[src/rtl/div_seq_pkg.sv]
// ============================================================================
// Module   : div_seq_pkg
// Purpose  : Shared state encodings, flag values and sizing helper for div_seq.
// Revision : 1.0 - initial release
// ============================================================================
`default_nettype none

package div_seq_pkg;

  localparam int DIV_DATA_W = 32;

  typedef enum logic [1:0] {
    DIV_FREE    = 2'd0,
    DIV_BY_ZERO = 2'd1,
    DIV_ON      = 2'd2,
    DIV_END     = 2'd3
  } div_state_e;

  localparam logic DIV_RESULT_READY     = 1'b1;
  localparam logic DIV_RESULT_NOT_READY = 1'b0;
  localparam logic DIV_START            = 1'b1;
  localparam logic DIV_STOP             = 1'b0;

  // Iteration counter width: one iteration per operand bit.
  function automatic int div_cnt_w(input int w);
    return (w > 1) ? $clog2(w) : 1;
  endfunction

endpackage

`default_nettype wire

[src/rtl/div_seq_if.sv]
// ============================================================================
// Module   : div_seq_if
// Purpose  : EX-stage <-> divider handshake bundle (request, operands, result).
// Revision : 1.0 - initial release
// ============================================================================
`default_nettype none

interface div_seq_if
  import div_seq_pkg::*;
#(
  parameter int DATA_W = DIV_DATA_W
);

  logic                  start_i;
  logic                  annul_i;
  logic                  signed_i;
  logic [DATA_W-1:0]     opdata1_i;
  logic [DATA_W-1:0]     opdata2_i;
  logic [2*DATA_W-1:0]   result_o;
  logic                  ready_o;
  logic                  busy_o;

  modport master (
    output start_i, annul_i, signed_i, opdata1_i, opdata2_i,
    input  result_o, ready_o, busy_o
  );

  modport slave (
    input  start_i, annul_i, signed_i, opdata1_i, opdata2_i,
    output result_o, ready_o, busy_o
  );

endinterface

`default_nettype wire

[src/rtl/div_seq_step.sv]
// ============================================================================
// Module   : div_seq_step
// Purpose  : One restoring-division iteration: shift in a dividend bit, trial
//            subtract the divisor, keep or restore the partial remainder.
// Revision : 1.0 - initial release
// ============================================================================
`default_nettype none

module div_seq_step #(
  parameter int DATA_W = 32
) (
  input  logic [DATA_W:0]   rem_in,
  input  logic              dvd_bit,
  input  logic [DATA_W-1:0] divisor,
  output logic [DATA_W:0]   rem_out,
  output logic              q_bit
);

  logic [DATA_W+1:0] shifted;
  logic [DATA_W+1:0] diff;

  // One guard bit above the remainder so the borrow shows up as the MSB.
  assign shifted = {rem_in, dvd_bit};
  assign diff    = shifted - {2'b00, divisor};
  assign q_bit   = ~diff[DATA_W+1];
  assign rem_out = q_bit ? diff[DATA_W:0] : shifted[DATA_W:0];

endmodule

`default_nettype wire

[src/rtl/div_seq.sv]
// ============================================================================
// Module   : div_seq
// Purpose  : Multi-cycle DIV/DIVU sequencer; {remainder, quotient} for HI/LO.
// Revision : 1.0 - initial release
// ============================================================================
`default_nettype none

module div_seq
  import div_seq_pkg::*;
#(
  parameter int DATA_W = DIV_DATA_W
) (
  input  logic      clk,
  input  logic      rst,
  div_seq_if.slave  bus
);

  localparam int CNT_W = div_cnt_w(DATA_W);

  div_state_e            state, state_n;
  logic [CNT_W-1:0]      cnt, cnt_n;
  logic [DATA_W:0]       rem, rem_n;
  logic [DATA_W-1:0]     dvd, dvd_n;
  logic [DATA_W-1:0]     dvs, dvs_n;
  logic [DATA_W-1:0]     quot, quot_n;
  logic                  q_neg, q_neg_n;
  logic                  r_neg, r_neg_n;
  logic [2*DATA_W-1:0]   result, result_n;
  logic                  ready, ready_n;

  logic [DATA_W:0]       step_rem;
  logic                  step_q;
  logic [DATA_W-1:0]     q_fin, r_fin, q_sgn, r_sgn;

  div_seq_step #(.DATA_W(DATA_W)) u_step (
    .rem_in  (rem),
    .dvd_bit (dvd[DATA_W-1]),
    .divisor (dvs),
    .rem_out (step_rem),
    .q_bit   (step_q)
  );

  assign q_fin = {quot[DATA_W-2:0], step_q};
  assign r_fin = step_rem[DATA_W-1:0];
  assign q_sgn = q_neg ? -q_fin : q_fin;
  assign r_sgn = r_neg ? -r_fin : r_fin;

  always_comb begin
    state_n  = state;
    cnt_n    = cnt;
    rem_n    = rem;
    dvd_n    = dvd;
    dvs_n    = dvs;
    quot_n   = quot;
    q_neg_n  = q_neg;
    r_neg_n  = r_neg;
    result_n = result;
    ready_n  = ready;
    case (state)
      DIV_FREE: begin
        if (bus.start_i == DIV_START && !bus.annul_i) begin
          if (bus.opdata2_i == '0) begin
            state_n = DIV_BY_ZERO;
          end else begin
            // Negation of the most negative value wraps to itself, which is
            // exactly its unsigned magnitude.
            dvd_n   = (bus.signed_i && bus.opdata1_i[DATA_W-1]) ? -bus.opdata1_i : bus.opdata1_i;
            dvs_n   = (bus.signed_i && bus.opdata2_i[DATA_W-1]) ? -bus.opdata2_i : bus.opdata2_i;
            q_neg_n = bus.signed_i & (bus.opdata1_i[DATA_W-1] ^ bus.opdata2_i[DATA_W-1]);
            r_neg_n = bus.signed_i & bus.opdata1_i[DATA_W-1];
            rem_n   = '0;
            quot_n  = '0;
            cnt_n   = '0;
            state_n = DIV_ON;
          end
        end
      end
      DIV_BY_ZERO: begin
        result_n = '0;
        ready_n  = DIV_RESULT_READY;
        state_n  = DIV_END;
      end
      DIV_ON: begin
        if (bus.annul_i) begin
          state_n = DIV_FREE;
        end else begin
          rem_n  = step_rem;
          dvd_n  = {dvd[DATA_W-2:0], 1'b0};
          quot_n = q_fin;
          cnt_n  = cnt + 1'b1;
          if (cnt == CNT_W'(DATA_W-1)) begin
            result_n = {r_sgn, q_sgn};
            ready_n  = DIV_RESULT_READY;
            state_n  = DIV_END;
          end
        end
      end
      DIV_END: begin
        if (bus.start_i == DIV_STOP || bus.annul_i) begin
          result_n = '0;
          ready_n  = DIV_RESULT_NOT_READY;
          state_n  = DIV_FREE;
        end
      end
      default: state_n = DIV_FREE;
    endcase
  end

  always_ff @(posedge clk) begin
    if (rst) begin
      state  <= DIV_FREE;
      cnt    <= '0;
      rem    <= '0;
      dvd    <= '0;
      dvs    <= '0;
      quot   <= '0;
      q_neg  <= 1'b0;
      r_neg  <= 1'b0;
      result <= '0;
      ready  <= DIV_RESULT_NOT_READY;
    end else begin
      state  <= state_n;
      cnt    <= cnt_n;
      rem    <= rem_n;
      dvd    <= dvd_n;
      dvs    <= dvs_n;
      quot   <= quot_n;
      q_neg  <= q_neg_n;
      r_neg  <= r_neg_n;
      result <= result_n;
      ready  <= ready_n;
    end
  end

  assign bus.result_o = result;
  assign bus.ready_o  = ready;
  assign bus.busy_o   = (state == DIV_ON) || (state == DIV_BY_ZERO);

endmodule

`default_nettype wire
[src/flat_wrapper.sv]
// flat-port wrapper written by rule: the top's interface ports become plain ports
module div_seq_flat import div_seq_pkg::*;
#(
  parameter int DATA_W = DIV_DATA_W
)
  (clk, rst, bus_start_i, bus_annul_i, bus_signed_i, bus_opdata1_i, bus_opdata2_i, bus_result_o, bus_ready_o, bus_busy_o);
  div_seq_if #(.DATA_W(DATA_W)) bus_i ();
  input  logic clk;
  input  logic rst;
  input wire logic [$bits(bus_i.start_i)-1:0] bus_start_i;
  input wire logic [$bits(bus_i.annul_i)-1:0] bus_annul_i;
  input wire logic [$bits(bus_i.signed_i)-1:0] bus_signed_i;
  input wire logic [$bits(bus_i.opdata1_i)-1:0] bus_opdata1_i;
  input wire logic [$bits(bus_i.opdata2_i)-1:0] bus_opdata2_i;
  output wire logic [$bits(bus_i.result_o)-1:0] bus_result_o;
  output wire logic [$bits(bus_i.ready_o)-1:0] bus_ready_o;
  output wire logic [$bits(bus_i.busy_o)-1:0] bus_busy_o;
  assign bus_i.start_i = bus_start_i;
  assign bus_i.annul_i = bus_annul_i;
  assign bus_i.signed_i = bus_signed_i;
  assign bus_i.opdata1_i = bus_opdata1_i;
  assign bus_i.opdata2_i = bus_opdata2_i;
  assign bus_result_o = bus_i.result_o;
  assign bus_ready_o = bus_i.ready_o;
  assign bus_busy_o = bus_i.busy_o;
  div_seq #(.DATA_W(DATA_W)) u_core (.clk(clk), .rst(rst), .bus(bus_i));
endmodule
[config.mk]
export PLATFORM = sky130hd
export DESIGN_NAME = div_seq_flat
export DESIGN_NICKNAME = d
export VERILOG_FILES = /design/src/rtl/div_seq_pkg.sv /design/src/rtl/div_seq_if.sv /design/src/rtl/div_seq_step.sv /design/src/rtl/div_seq.sv /design/src/flat_wrapper.sv
export SDC_FILE = /design/constraint.sdc
export NUM_CORES = 1
export LEC_CHECK = 0
export ABC_AREA = 1
export BUFFER_PORTS_ARGS = -buffer_cell sky130_fd_sc_hd__buf_2
export CAP_MARGIN = 20
export CELL_PAD_IN_SITES_DETAIL_PLACEMENT = 2
export CELL_PAD_IN_SITES_GLOBAL_PLACEMENT = 2
export CORE_ASPECT_RATIO = 0.5
export CORE_MARGIN = 5
export CORE_UTILIZATION = 30
export CTS_CLUSTER_DIAMETER = 30
export DETAILED_ROUTE_END_ITERATION = 16
export PLACE_DENSITY = 0.84
export SLEW_MARGIN = 0
export SYNTH_ARGS = -nofsm -noshare
export SYNTH_HDL_FRONTEND = slang
export SYNTH_SLANG_ARGS = --single-unit
[constraint.sdc]
create_clock -name clk -period 10.75 [get_ports clk]
set_clock_uncertainty 0.1 [all_clocks]
set_input_delay 0 -clock clk [delete_from_list [all_inputs] [get_ports clk]]
set_output_delay 0 -clock clk [all_outputs]
set_load 0.01 [all_outputs]
==> summary.md, run 1 <==
| Metric | Value |
|---|---|
| Outcome | completed |
| Final worst path period share | 0.582 |
| WP data arrival | 6.55 ns |
| CP max FO | 30 |
| TritonCTS buffer count | 48 |
| Crit path from | u_core.dvs[28]$_SDFFE_PP0P_ |
| Total grt overflow | 0 |
| Share of cells above drive strength 1 | 0.127 |
| DRT Pass-1 Iters | 5 |
| Max Slew Vio Count | 0 |
| Initial Util | 0.302 |
| Initial antenna violation count | 2 |
| Reg clk slew, reported paths | 0.05 ns |
| Worst-case reg-to-reg path depth | 27 |
| CP Class | flop to flop |
| Synth warn | 0 |
| Area growth syn-to-layout | 26.7% |
| Root Buffer | clkbuf_16 |
| Max Cap Viol | 0 |
| CP Capture Point | u_core.bus.result_o[30]$_SDFFE_PP0P_ |
| Vias in the first global route | 19.5k |
| Nets | 2,605 |
| Layout Cells excl Fill | 3,169 |
| Post-CTS setup buffer count | 0 |
| Reg-to-Reg Start | u_core.dvs[28]$_SDFFE_PP0P_ |
| Worst setup EP type | flop |
| Synth unique cells | 48 |
| Setup TNS | 0 ns |
| GPL Wtd Cong | 0.903 |
| H-tree levels | 2 |
| Static Leak | 8.44 nW |
| Sequential area share after synthesis | 0.288 |
| Ports | 135 |
| Die footprint | 51,500 um2 |
| Synthesized area | 14,100 um2 |
| Max-slew headroom | 0.271 |
| Port Buf Inserts | 134 |
| Via count | 17.4k |
| Starting DRT DRC Count | 1,073 |
| First-pass GRT wire length | 119 mm |
| Critical path data required time | 11.05 ns |
| Die span in x | 316 um |
| Antenna-violating nets left | 0 |
| Critical Path Start Type | flop |
| Quantity of gates resized following cts | 0 |
| Detail Placement HPWL | 42.5 mm |
| Hold-fix buffers, CTS | 91 |
| Async set or reset register ratio after synthesis | 0 |
| Max Clk Rate | 160 MHz |
| Primary FF master, synth | dfxtp_1 |
| CTS max path bufs | 3 |
| Post-route DRC | 0 |
| GRT Util Overall | 0.290 |
| Core area | 46,600 um2 |
| Worst R2R Setup Slack | 4.50 ns |
| Mean post-synth cell area | 6.11 um2 |
| Placement row count | 56 |
| Mapped Nets | 2,412 |
| Routed WL per cell | 24.1 um |
| WL final | 76.4 mm |
| EDFF count, synth | 0 |
| Largest net degree at the start of global routing | 96 |
| Fin crit period | 6.25 ns |
| Hold Crit Depth | 5 |
| Worst vdd ir | 0.120 mV |
| Min Hold Slack | 0.0179 ns |
| Clock sinks | 202 |
| Placed insts | 2,988 |
| Yosys reg bits | 202 |
| Worst-margin pin slew | 1.09 ns |
| Worst hold path type | primary input to flop |
| Vias/cell | 5.49 |
| Post-Syn Instances | 2,299 |
| Pwr dens | 202 nW/um2 |
| Chip Height | 163 um |
| CTS tree | yes |
| Clk_lat worst skew | 0.59 ns |
| Setup-failing EPs final | 0 |
| Reg-to-Reg End | u_core.bus.result_o[30]$_SDFFE_PP0P_ |
| Unrepaired setup endpoints after global routing | false |
| Final hold vios | 0 |
[critical path, cell delays in order, from the launching register on]
cell and delay, ns:
dfxtp_1 0.33, inv_1 0.09, ha_1 0.38, nand2_1 0.19
inv_1 0.08, nand2_1 0.13, nand2_1 0.11, nand2_1 0.09
nand2_1 0.07, nor2_2 0.31, nand3_2 0.56, nand2_2 0.75
ha_1 0.31, nand2_1 0.09, nor3_1 0.36, nand3_1 0.19
nor3_1 0.46, nand2_1 0.18, nor2_1 0.14, nand3_1 0.15
nor2_1 0.17, nand2_1 0.11, inv_1 0.11, a21oi_1 0.10
nor2_1 0.17, a21oi_1 0.09, o21ai_0 0.13, a21oi_1 0.08
[per-stage QoR]
step            util  setup WS, ns  area (um2)  power (mW)
3_3_place_gp   0.326          5.64       15200        1.80
2_1_floorplan      -          7.02       14100        1.52
3_5_place_dp   0.326          5.28       15200        1.84
6_report       0.382          4.50       17800        3.59
5_1_grt        0.382          4.25       17800        3.72
4_1_cts        0.381          4.93       17800        3.49
[layer usage]
metal / vias up / routed length [um] / GRT usage
li1: 7766 / - / -
met1: 8791 / 31800 / 0.347
met2: 585 / 37000 / 0.513
met3: 247 / 4190 / 0.0549
met4: 2 / 3490 / 0.124
met5: - / 7 / 0
[placed cells by master (no fill, tap or decap), types with 15 or more instances in the layout]
cell,n
nand4_1,17
nor2_2,18
inv_1,265
nor3_1,29
o21ai_0,90
buf_2,133
clkbuf_16,49
nand2_2,27
ha_1,43
nor4_1,15
xnor2_1,22
nor2_1,161
xor2_1,48
a21oi_1,224
dfxtp_1,202
dlygate4sd3_1,91
nand2_1,757
a31oi_1,26
nand3_1,157
[area by class of cell]
| cell class | instances | area (um2) |
|---|---|---|
| clock inverters | 30 | 375 |
| inverters | 276 | 1040 |
| flip-flops and latches | 202 | 4040 |
| clock buffers | 57 | 1310 |
| diodes | 2 | 5.00 |
| repair buffers | 237 | 1690 |
| fillers | 5563 | 28800 |
| well taps | 638 | 798 |
| multi-input cells | 1727 | 8540 |
[power breakdown]
part	total, mW	switching [mW]	internal, mW	leakage [nW]
Combinational	1.16	0.863	0.300	5.98
Sequential	0.834	0.0363	0.798	1.64
Clock	1.59	0.556	1.04	0.822
[kinds of logic after synthesis]
logic type               share of synthesized area
AND/OR/NAND/NOR                              0.377
adder cells (fa/ha/maj)                     0.0397
XOR/XNOR                                    0.0436
AO/OA/AOI/OAI                                0.147
buffers and inverters                        0.106
flip-flops                                   0.288
[synth_stat cells (3+ instances only)]
master / instances / share of area
clkbuf_1: 70 / 0.019
o41ai_1: 3 / 0.0019
buf_6: 8 / 0.0064
o21ai_1: 9 / 0.0032
a31oi_1: 26 / 0.012
dfxtp_1: 202 / 0.29
nand4_1: 17 / 0.0076
inv_1: 265 / 0.071
nor2_1: 161 / 0.043
nand2_4: 8 / 0.0064
nand2_1: 758 / 0.20
nand3_2: 7 / 0.0050
nor3_1: 30 / 0.011
o21ai_0: 90 / 0.032
o21bai_1: 7 / 0.0037
xnor2_1: 22 / 0.014
inv_2: 9 / 0.0024
nand3_1: 158 / 0.056
a21oi_2: 3 / 0.0019
a21oi_1: 224 / 0.080
nor4_1: 15 / 0.0067
buf_4: 3 / 0.0016
buf_2: 7 / 0.0025
o211ai_1: 10 / 0.0053
ha_1: 43 / 0.038
buf_1: 5 / 0.0013
xor2_1: 48 / 0.030
or2_2: 8 / 0.0036
nor2_2: 18 / 0.0080
nand3_4: 4 / 0.0050
nand3b_1: 13 / 0.0069
nand2_2: 27 / 0.012
[sequential cells by signal, indices dropped and copies added (netlist names)]
signal / cells
u_core.q_neg: 1
u_core.quot: 31
u_core.r_neg: 1
u_core.dvd: 32
u_core.cnt: 5
u_core.bus.ready_o: 1
u_core.rem: 33
u_core.bus.result_o: 64
u_core.dvs: 32
u_core.state: 2
[worst min path at each step]
stage,end,startpoint,slack (ns)
after floorplan,u_core.dvd[0]$_SDFFE_PP0P_,bus_opdata1_i[0],0.05
after global placement,u_core.dvd[0]$_SDFFE_PP0P_,bus_opdata1_i[0],0.19
after detailed placement,u_core.dvd[0]$_SDFFE_PP0P_,bus_opdata1_i[0],0.20
after CTS,u_core.state[1]$_SDFFE_PP0P_,bus_start_i,0.03
after global routing,u_core.q_neg$_SDFFE_PP0P_,bus_signed_i,0.12
final,u_core.state[1]$_SDFFE_PP0P_,bus_start_i,0.02
Note: power is estimated with default switching activity, not from simulation.
==> run 2: changes to the inputs <==
CORE_UTILIZATION = 29   (was 30)
PLACE_DENSITY = 0.85   (was 0.84)
clock period = 5.66 ns   (was 10.75 ns; I/O delays follow)
==> summary.md, run 2 (synthesized netlist as in run 1, its figures left out) <==
| Metric | Value |
|---|---|
| Pre-CTS setup slack | 1.12 ns (-4.15 ns) |
| Max Clk Rate | 204 MHz (+28%) |
| TritonCTS buffer count | 45 (-6.3%) |
| Commonest non-fill, non-tap cell in the layout | nand2_1 |
| Hold-fix buffers, CTS | 88 (-3.3%) |
| Final instance area | 17,800 um2 (about the same) |
| GRT Util Overall | 0.268 (-0.0226) |
| Max Cap Viol | 0 (unchanged) |
| Min Hold Slack | 0.0612 ns (+0.0432 ns) |
| DRT Pass-1 Iters | 5 (unchanged) |
| Setup-failing EPs final | 0 (unchanged) |
| Area growth syn-to-layout | 26.6% (about the same) |
| Area after DPL | 15,200 um2 (+0.34%) |
| CP max FO | 20 (-33%) |
| Static Leak | 8.37 nW (-0.81%) |
| Reg-to-Reg Start | u_core.dvs[15]$_SDFFE_PP0P_ |
| Fin crit period | 4.89 ns (-1.36 ns) |
| Setup TNS | 0 ns (unchanged) |
| Quantity of gates resized following cts | 0 (unchanged) |
| H-tree levels | 2 (unchanged) |
| Initial antenna violation count | 1 (-1) |
| Critical Path Start Type | flop |
| Worst-margin pin slew | 1.03 ns (-0.0685 ns) |
| Die footprint | 53,200 um2 (+3.3%) |
| Die span in x | 321 um (+1.7%) |
| Most frequent cells in the layout | 757 x nand2_1, 264 x inv_1, 224 x a21oi_1, 202 x dfxtp_1, 161 x nor2_1 |
| Critical path data required time | 5.98 ns (-5.07 ns) |
| Via count | 17.0k (-2.0%) |
| Final hold vios | 0 (unchanged) |
| Clock sinks | 202 (unchanged) |
| Outcome | completed |
| CP Class | flop to flop |
| Final worst path period share | 0.865 (+0.283) |
| Vias/cell | 5.36 (-2.3%) |
| Routed WL per cell | 23.1 um (-4.1%) |
| Chip Height | 166 um (+1.6%) |
| Detail Placement HPWL | 43.2 mm (+1.8%) |
| Root Buffer | clkbuf_16 |
| Reg clk slew, reported paths | 0.05 ns (about the same) |
| Max reg flops | 64 (unchanged) |
| Port Buf Inserts | 134 (unchanged) |
| Max stage delay on crit path | 0.46 ns (-0.29 ns) |
| First-pass GRT wire length | 114 mm (-4.0%) |
| Vias in the first global route | 18.8k (-3.5%) |
| Total grt overflow | 0 (unchanged) |
| Pwr dens | 380 nW/um2 (+88%) |
| Crit path from | u_core.dvs[15]$_SDFFE_PP0P_ |
| Starting DRT DRC Count | 1,070 (-0.28%) |
| Max-slew headroom | 0.316 (+0.0456) |
| Core area | 48,200 um2 (+3.5%) |
| Worst Setup Slack, final | 0.766 ns (-3.73 ns) |
| Antenna-violating nets left | 0 (unchanged) |
| Cell at the slowest stage of the critical path | ha_1 |
| Crit-path most repeated cell | nand2_1 |
| Max Slew Vio Count | 0 (unchanged) |
| Post-CTS setup buffer count | 0 (unchanged) |
| Placement row count | 57 (+1.8%) |
| Hold path start | bus_start_i |
| Share of cells above drive strength 1 | 0.127 (about the same) |
| GPL Wtd Cong | 0.935 (+3.5%) |
| CTS max path bufs | 3 (unchanged) |
| Total power | 6.76 mW (+88%) |
| Clk_lat worst skew | 0.59 ns (about the same) |
| Ports | 135 (unchanged) |
| Largest net degree at the start of global routing | 96 (unchanged) |
| Worst path top cell family by delay | simple AND/OR/NAND/NOR gates |
| Worst vdd ir | 0.209 mV (+75%) |
| Unrepaired setup endpoints after global routing | false |
| CTS tree | yes |
| Worst hold path type | primary input to flop |
| WP data arrival | 5.22 ns (-1.33 ns) |
| WL final | 73.5 mm (-3.8%) |
| Post-route DRC | 0 (unchanged) |
| Nets | 2,603 (-0.077%) |
| Critical path buffers and inverters | 3 (unchanged) |
| Worst setup EP type | flop |
| Initial Util | 0.291 (-0.0101) |
-- run 2: layout make-up --
cell class,instances,area (um2)
diodes,2,5.00
flip-flops and latches,202,4040
clock buffers,54,1210
repair buffers,238,1670
inverters,276,1040
multi-input cells,1727,8540
clock inverters,30,465
well taps,649,812
fillers,5891,30400
-- run 2: tightest hold or removal path, cell delays in order --
cell and delay (ns):
buf_2 0.10, nand2_1 0.12, a221o_1 0.26, nand2_1 0.09
a21oi_1 0.14
-- run 2: layer usage --
| layer | track usage | wire, um |
|---|---|---|
| met1 | 0.322 | 30700 |
| met2 | 0.471 | 35700 |
| met3 | 0.0491 | 3820 |
| met4 | 0.112 | 3280 |
| met5 | 0 | 0 |
-- run 2: per-stage QoR --
stage | utilization | std cells
after floorplan | - | 2299
after global placement | 0.316 | 3004
after CTS | 0.369 | 3176
final | 0.369 | 3178
after detailed placement | 0.316 | 3004
after global routing | 0.369 | 3177
-- run 2: power breakdown --
| part | internal, mW | switching (mW) | total [mW] | leakage, nW |
|---|---|---|---|---|
| Combinational | 0.571 | 1.61 | 2.18 | 5.95 |
| Clock | 1.95 | 1.05 | 3.00 | 0.790 |
| Sequential | 1.51 | 0.0660 | 1.58 | 1.64 |
| Total | 4.04 | 2.72 | 6.76 | 8.37 |
-- run 2: worst paths after layout --
| path | to | slack (ns) | depth (start not counted) |
|---|---|---|---|
| hold / removal | u_core.state[1]$_SDFFE_PP0P_ | 0.06 | 5 |
| hold reg to reg | u_core.bus.result_o[41]$_SDFFE_PP0P_ | 0.36 | 2 |
| setup reg to reg | u_core.bus.result_o[30]$_SDFFE_PP0P_ | 0.77 | 28 |
| setup / recovery | u_core.bus.result_o[30]$_SDFFE_PP0P_ | 0.77 | 28 |
